$ cat config.mk
export PLATFORM = sky130hd
export DESIGN_NAME = reg_serial_tx
export DESIGN_NICKNAME = d
export VERILOG_FILES = /design/src/rtl/reg_serial_pkg.sv /design/src/rtl/reg_serial_shreg.sv /design/src/rtl/reg_serial_tx.sv
export SDC_FILE = /design/constraint.sdc
export NUM_CORES = 1
export LEC_CHECK = 0
export CORE_ASPECT_RATIO = 0.75
export CORE_UTILIZATION = 40
export CTS_BUF_LIST = sky130_fd_sc_hd__clkbuf_8
export CTS_CLUSTER_DIAMETER = 30
export DETAILED_ROUTE_END_ITERATION = 10
export PLACE_DENSITY_LB_ADDON = 0.12
export SLEW_MARGIN = 20
export SYNTH_ARGS = -nofsm -noshare
export SYNTH_HDL_FRONTEND = slang
export SYNTH_SLANG_ARGS = --single-unit
$ cat constraint.sdc
create_clock -name clk -period 1.35 [get_ports clk]
set_input_delay 0.2025 -clock clk [delete_from_list [all_inputs] [get_ports clk]]
set_output_delay 0.2025 -clock clk [all_outputs]
set_load 0.02 [all_outputs]
$ cat src/rtl/reg_serial_pkg.sv
// reg_serial_pkg: shared state encoding, default sizes and last-bit helper for reg_serial_tx
package reg_serial_pkg;
  typedef enum logic [1:0] {S_IDLE, S_SHIFT, S_PARITY, S_DONE} state_e;
  localparam int DEF_WIDTH = 20;
  localparam int DEF_CNT_W = 5;
  function automatic int last_idx(input int width);
    return width - 1;
  endfunction
endpackage

$ cat src/rtl/reg_serial_shreg.sv
// reg_serial_shreg: WIDTH-bit register with parallel load and zero-fill right shift, bit 0 out
module reg_serial_shreg import reg_serial_pkg::*; #(
  parameter int WIDTH = DEF_WIDTH
) (
  input  logic             clk,
  input  logic             rst,
  input  logic             ld_i,
  input  logic             sh_i,
  input  logic [WIDTH-1:0] d_i,
  output logic             bit0_o
);
  logic [WIDTH-1:0] shreg_q, shreg_d;
  always_comb shreg_d = ld_i ? d_i : sh_i ? {1'b0, shreg_q[WIDTH-1:1]} : shreg_q;
  always_ff @(posedge clk) shreg_q <= rst ? '0 : shreg_d;
  assign bit0_o = shreg_q[0];
endmodule

$ cat src/rtl/reg_serial_tx.sv
// reg_serial_tx: LSB-first bit-serial reader of a parallel word with valid/ready handshake
// REG_SERIAL_TX_PARITY_EN adds an even-parity beat after the last data bit.
module reg_serial_tx import reg_serial_pkg::*; #(
  parameter int WIDTH = DEF_WIDTH,
  parameter int CNT_W = DEF_CNT_W
) (
  input  logic             clk,
  input  logic             reset,
  input  logic             load,
  input  logic [WIDTH-1:0] i,
  output logic             ready,
  output logic             busy,
  output logic             sdata,
  output logic             svalid,
  input  logic             sready,
  output logic             done
);
`ifdef REG_SERIAL_TX_PARITY_EN
  localparam state_e AFTER_LAST = S_PARITY;
`else
  localparam state_e AFTER_LAST = S_DONE;
`endif
  state_e state_q, state_d;
  logic [CNT_W-1:0] cnt_q, cnt_d;
  logic ld, sh, last, bit0, par_bit;
  assign ld   = (state_q == S_IDLE) && load;
  assign sh   = (state_q == S_SHIFT) && sready;
  assign last = cnt_q == CNT_W'(last_idx(WIDTH));
  reg_serial_shreg #(.WIDTH(WIDTH)) u_shreg (
    .clk(clk), .rst(reset), .ld_i(ld), .sh_i(sh), .d_i(i), .bit0_o(bit0)
  );
  always_comb begin
    state_d = state_q;
    case (state_q)
      S_IDLE:   state_d = load ? S_SHIFT : S_IDLE;
      S_SHIFT:  state_d = (sready && last) ? AFTER_LAST : S_SHIFT;
      S_PARITY: state_d = sready ? S_DONE : S_PARITY;
      default:  state_d = S_IDLE;
    endcase
  end
  always_comb cnt_d = ld ? '0 : sh ? cnt_q + 1'b1 : cnt_q;
  always_ff @(posedge clk) begin
    if (reset) begin
      state_q <= S_IDLE;
      cnt_q   <= '0;
    end else begin
      state_q <= state_d;
      cnt_q   <= cnt_d;
    end
  end
`ifdef REG_SERIAL_TX_PARITY_EN
  logic par_q, par_d;
  always_comb par_d = ld ? 1'b0 : sh ? par_q ^ bit0 : par_q;
  always_ff @(posedge clk) par_q <= reset ? 1'b0 : par_d;
  assign par_bit = (state_q == S_PARITY) && par_q;
`else
  assign par_bit = 1'b0;
`endif
  assign ready  = state_q == S_IDLE;
  assign busy   = state_q != S_IDLE;
  assign svalid = (state_q == S_SHIFT) || (state_q == S_PARITY);
  assign done   = state_q == S_DONE;
  assign sdata  = ((state_q == S_SHIFT) && bit0) || par_bit;
endmodule

# After elaboration in Yosys (flattened, before gate mapping)
# Index checks and enable logic that the tools add are counted.
[word_totals]
ff_bits = 27
latchBits = 0
ram_bits = 0
mem_bits_ro = 0
in_bits = 24
out_inout_bits = 5
wordCells = 23
mem_count = 0
[op_classes]
addsub = 1
n_mul = 0
div = 0
magnitude_cmp = 0
n_eq_ne = 4
shifts = 0
n_mux = 6
bitwise_logic = 0
n_reduce_logical = 9
[op_table]
columns = ["operator", "count"]
rows = [
  ["$mux W20", 2],
  ["$pmux W2 S3", 1],
  ["$add A5 B1 Y5 const B", 1],
  ["$eq A5 B5 Y1 const B", 1],
  ["$eq A2 B2 Y1 const B", 2],
  ["$logic_and A1 B1 Y1", 4],
  ["$reduce_bool A2 Y1", 2],
  ["$eq A2 B1 Y1 const B", 1],
  ["$logic_not A2 Y1", 1],
  ["$mux W1", 2],
  ["$mux W2", 1],
  ["$reduce_or A2 Y1", 1],
  ["$logic_or A1 B1 Y1", 1],
]

# Longest topological paths before layout
# Gate-level depths: netlist of run 1.
[logic_depth]
word_depth = 4
depth_mapped = 6
depth_no_buf = 5

# Modules after synthesis
# From an unflattened synthesis of run 1, not the netlist that was laid out.
[hier_totals]
cells_unflattened = 131
area_unflattened_um2 = 1295.0
[by_module_without_submodules]
columns = ["mod", "n_inst", "cells_per_inst", "area_per_inst_um2", "seq_area_each_um2"]
rows = [
  ["reg_serial_shreg", 1, 88, 915.9, 400.4],
  ["reg_serial_tx", 1, 43, 379.1, 140.1],
]

# Worst setup path before layout of run 1
# No wires, ideal clock.
[synth_path]
kind = "register -> register"
start = "reg state_q[1]"
end = "reg u_shreg.shreg_q[18]"
setup_time_ns = 0.146
arrival_time_ns = 1.317
t_required_ns = 1.204
slack_ns = -0.113
path_stages_with_launch = 6
path_buffers = 1
period_less_slack_ns = 1.463
cell_sequence = "dfxtp_1 -> inv_1 -> ha_1 -> nand2_1 -> buf_1 -> a311oi_2"
[synth_between]
elab_chain_len = 3
word_cells_on_any_way = 6
cone_classes = "1 x eq/ne; 1 x mux; 4 x reduce/logical"
[synth_rtl]
columns = ["element", "line_no", "source"]
rows = [
  ["from (decl)", "reg_serial_tx.sv:23", "state_e state_q, state_d;"],
  ["from (signal assigned)", "reg_serial_tx.sv:47", "state_q <= state_d;"],
  ["$logic_not A2 Y1 (*)", "--", ""],
  ["net ready", "reg_serial_tx.sv:11", "output logic ready,"],
  ["$logic_and A1 B1 Y1 (*)", "reg_serial_tx.sv:26", "assign ld = (state_q == S_IDLE) && load;"],
  ["$mux W20 or $reduce_bool A2 Y1 (tied branches)", "--", ""],
  ["to (signal assigned)", "reg_serial_shreg.sv:14", "always_ff @(posedge clk) shreg_q <= rst ? '0 : shreg_d;"],
  ["to (decl)", "reg_serial_shreg.sv:12", "logic [WIDTH-1:0] shreg_q, shreg_d;"],
]
# Mark *: on every way through the listed nets, which the timed path passes. The rest lies on a longest branch.
# A chain may end at the register's enable or synchronous reset.

# Worst setup path after layout of run 1
[layout_path]
start = "reg state_q[1]"
end = "out sdata"
[layout_between]
elab_chain_len = 2
[layout_rtl]
columns = ["element", "line_no", "source"]
rows = [
  ["$eq A2 B1 Y1", "reg_serial_tx.sv:63", "assign sdata = ((state_q == S_SHIFT) && bit0) || par_bit;"],
  ["$logic_and A1 B1 Y1", "reg_serial_tx.sv:63", ""],
  ["to (decl)", "reg_serial_tx.sv:13", "output logic sdata,"],
]
# Every way passes these cells.

==> flow_metrics.py, run 1 <==
metrics = {
    "floorplanning": {
        "die_h_um": 50.2,
        "die_w_um": 66.3,
        "io_pins": 29,
        "rows": 17,
        "start_util_pct": 42.0,
        "fp.coreArea_um2": 2960,
        "fp.dieArea_um2": 3330,
    },
    "detailed_routing": {
        "drt-initial-drc-count": 36,
        "vias_per_cell": 5.32,
        "vias": 1186,
        "drc": 0,
        "wl_mm": 3.23,
        "drtAntennaViolNets": 0,
        "firstDrtPassIters": 4,
        "wire_per_inst_um": 14.5,
    },
    "cells_and_area": {
        "n_antenna_cell": 0,
        "syn_to_final_growth_pct": 42.8,
        "layout-drive-gt1-share_pct": 21.1,
        "final_nets": 216,
    },
    "logic_synthesis": {
        "synthFlopType": "dfxtp_1",
        "ys_seq_area_share_pct": 43.5,
        "ys.warnings.count": 0,
        "ys_ff_latch": 27,
        "synthesis.area_um2": 1240,
        "synth-edff-count": 0,
        "synth_nets": 181,
        "yosysUniqueCellTypes": 24,
        "syn-instance-count": 151,
        "synth.avg_cell_area_um2": 8.22,
        "synthArstFlopShare_pct": 0,
    },
    "global_routing": {
        "grt.total_usage_pct": 20.9,
        "grt_pass1_vias": 1027,
        "grt_pass1_wl_mm": 5.13,
        "grt_max_degree": 23,
        "overflow": 0,
        "grt_antenna_before_repair": 0,
    },
    "pwr": {
        "pwr-share-seq_pct": 51.3,
        "p_leak_nw": 0.667,
        "powerDensity_nw_per_um2": 975,
        "clock_power_share_pct": 28.2,
        "p_sw_share_pct": 27.6,
        "p_int_mw": 1.25,
        "combPwrFrac_pct": 20.5,
        "ir_drop_mv": 0.620,
        "p_sw_mw": 0.478,
    },
    "sta": {
        "tightest_slew_ns": 0.294,
        "fmax_mhz": 746,
        "rsz0062_at_grt": "true",
        "setup_viol": 0,
        "whs_ns": 0.431,
        "report.final.hold_viol_count": 0,
        "fin_crit_sh_pct": 99.3,
        "clock_skew_ns": 0.0106,
        "relSlewSlack_pct": 80.4,
        "fin_ws_ns": 0.00990,
        "slew_violations": 0,
        "post-route-min-period_ns": 1.34,
    },
    "clock_network": {
        "cts_made_buffers": 3,
        "postCtsSetupBuffers": 0,
        "cts_root_buf": "clkbuf_8",
        "htreeDepth": 1,
        "cts.clk_slew.worst_paths_ns": 0.09,
        "clock_path_buffers": 2,
        "cts.sinks": 27,
        "clock_latency_ns": 0.28,
        "cts_tree": "yes",
    },
    "critical_path": {
        "slowest_stage": "dfxtp_2",
        "start_kind": "flip-flop",
        "crit_path_max_fanout": 6,
        "path_buf_inv": 2,
        "path_cells": "inv_4 -> ha_4 -> and2_4 -> buf_6",
        "cp_top_family": "flip-flops",
        "rrSetupSlack_ns": 0.05,
        "crit_arrival_ns": 1.14,
        "worstSetupEndpointType": "output port",
        "crit_required_ns": 1.15,
        "slowest_delay_ns": 0.36,
        "crit_type": "reg -> out",
    },
    "outcome": {
        "status": "complete, no violations",
    },
    "placement": {
        "dp_slack_ns": -0.247,
        "hpwlAfterDp_mm": 2.02,
        "gp_congestion": 0.728,
        "numPortBuffers": 28,
    },
    "run": {
        "maxCapViolCount": 0,
    },
    "worst_hold_path": {
        "min-delay-path-class": "in -> reg",
    },
}
layout make-up:
class	instances	area, µm²
Sequential cell	27	547
Inverter	3	13.8
Fill cell	279	1180
Tap cell	38	47.5
Clock buffer	3	41.3
Clock inverter	1	7.51
Timing Repair Buffer	39	408
Multi-Input combinational cell	112	708
power by group through the flow:
stage / Clock, mW / Combinational [mW] / Sequential [mW]
floorplan: 0 / 0.169 / 0.894
global placement: 0 / 0.302 / 0.900
detailed placement: 0 / 0.311 / 0.902
CTS: 0.501 / 0.318 / 0.886
global route: 0.532 / 0.386 / 0.895
finish: 0.487 / 0.355 / 0.887
placed cells by master, fill, tap and decap left out, types with 2 or more instances in the layout:
cell type,Yosys,final
nand2_1,43,41
dfxtp_1,27,24
nor2_1,22,22
clkdlybuf4s50_1,0,22
a311oi_1,17,13
buf_4,1,7
a311oi_2,2,6
a21oi_1,5,5
nand3_1,4,4
and2_4,1,3
ha_1,6,3
clkbuf_8,0,3
buf_2,3,3
buf_12,0,3
nand2_4,0,2
o21ai_0,2,2
or3_1,2,2
ha_4,0,2
dfxtp_2,0,2
buf_6,2,2
worst paths after layout:
check | to | startpoint | cells past startpoint
hold / removal | state_q[0]$_SDFF_PP0_ | sready | 3
setup / recovery | sdata | state_q[1]$_SDFF_PP0_ | 4
hold reg to reg | u_shreg.shreg_q[19]$_SDFFE_PP0P_ | u_shreg.shreg_q[19]$_SDFFE_PP0P_ | 2
setup reg to reg | u_shreg.shreg_q[3]$_SDFFE_PP0P_ | state_q[1]$_SDFF_PP0_ | 5
kinds of logic after synthesis:
family | after synthesis | share of synthesized area [%]
buf+inv | 13 | 5.75
fa+ha+maj | 6 | 6.05
xor+xnor | 2 | 1.41
compound gates | 28 | 18.5
simple gates | 75 | 24.7
flops | 27 | 43.5
metal layers:
layer	up-vias	share of wire, %	GRT usage [%]
li1	589	-	-
met1	564	50	30.2
met2	29	44	29.4
met3	4	4.7	5.68
met4	0	1.3	7.80
met5	-	0	0
sequential cells by signal, indices dropped and copies added, names as in the netlist:
signal           count
u_shreg.shreg_q     20
cnt_q                5
state_q              2
worst reg2reg max path, stage by stage, from the launching register on:
cell	delay, ns
dfxtp_2	0.35
inv_4	0.08
ha_4	0.18
and2_4	0.24
nand2_1	0.09
a311oi_1	0.28
synth_stat cells (2+ instances only):
master / n / area, µm²
nor2_1: 22 / 82.6
a311oi_2: 2 / 30.0
nand3_1: 4 / 20.0
dfxtp_1: 27 / 541
buf_2: 3 / 15.0
inv_1: 3 / 11.3
buf_1: 3 / 11.3
buf_6: 2 / 22.5
ha_1: 6 / 75.1
a311oi_1: 17 / 149
a21oi_1: 5 / 25.0
o21ai_0: 2 / 10.0
nand2_1: 43 / 161
or3_1: 2 / 12.5
stage by stage:
stage	cell area [µm²]	setup TNS, ns	utilization (%)	power, mW	std cells
6_report	1770	0	60.0	1.73	223
5_1_grt	1770	-0.0750	60.0	1.81	223
4_1_cts	1690	-0.0379	57.0	1.70	222
3_5_place_dp	1620	-4.24	54.9	1.21	217
3_3_place_gp	1620	-3.09	54.9	1.20	217
2_1_floorplan	1240	0	-	1.06	151
timing repair:
item / 4_1_cts / 5_1_grt
endpoints found under the setup margin: 30 / 29
pin swaps: 0 / 5
gates resized for setup: 30 / 16
hold buffers: 0 / 0
cloned: 1 / 1
(Power assumes the default switching activity.)
==> inputs of run 2 (changes only) <==
Settings changed: GPL_TIMING_DRIVEN set to 1.
==> results of run 2 <==
Final layout, timing and power as in run 1 (identical DEF).
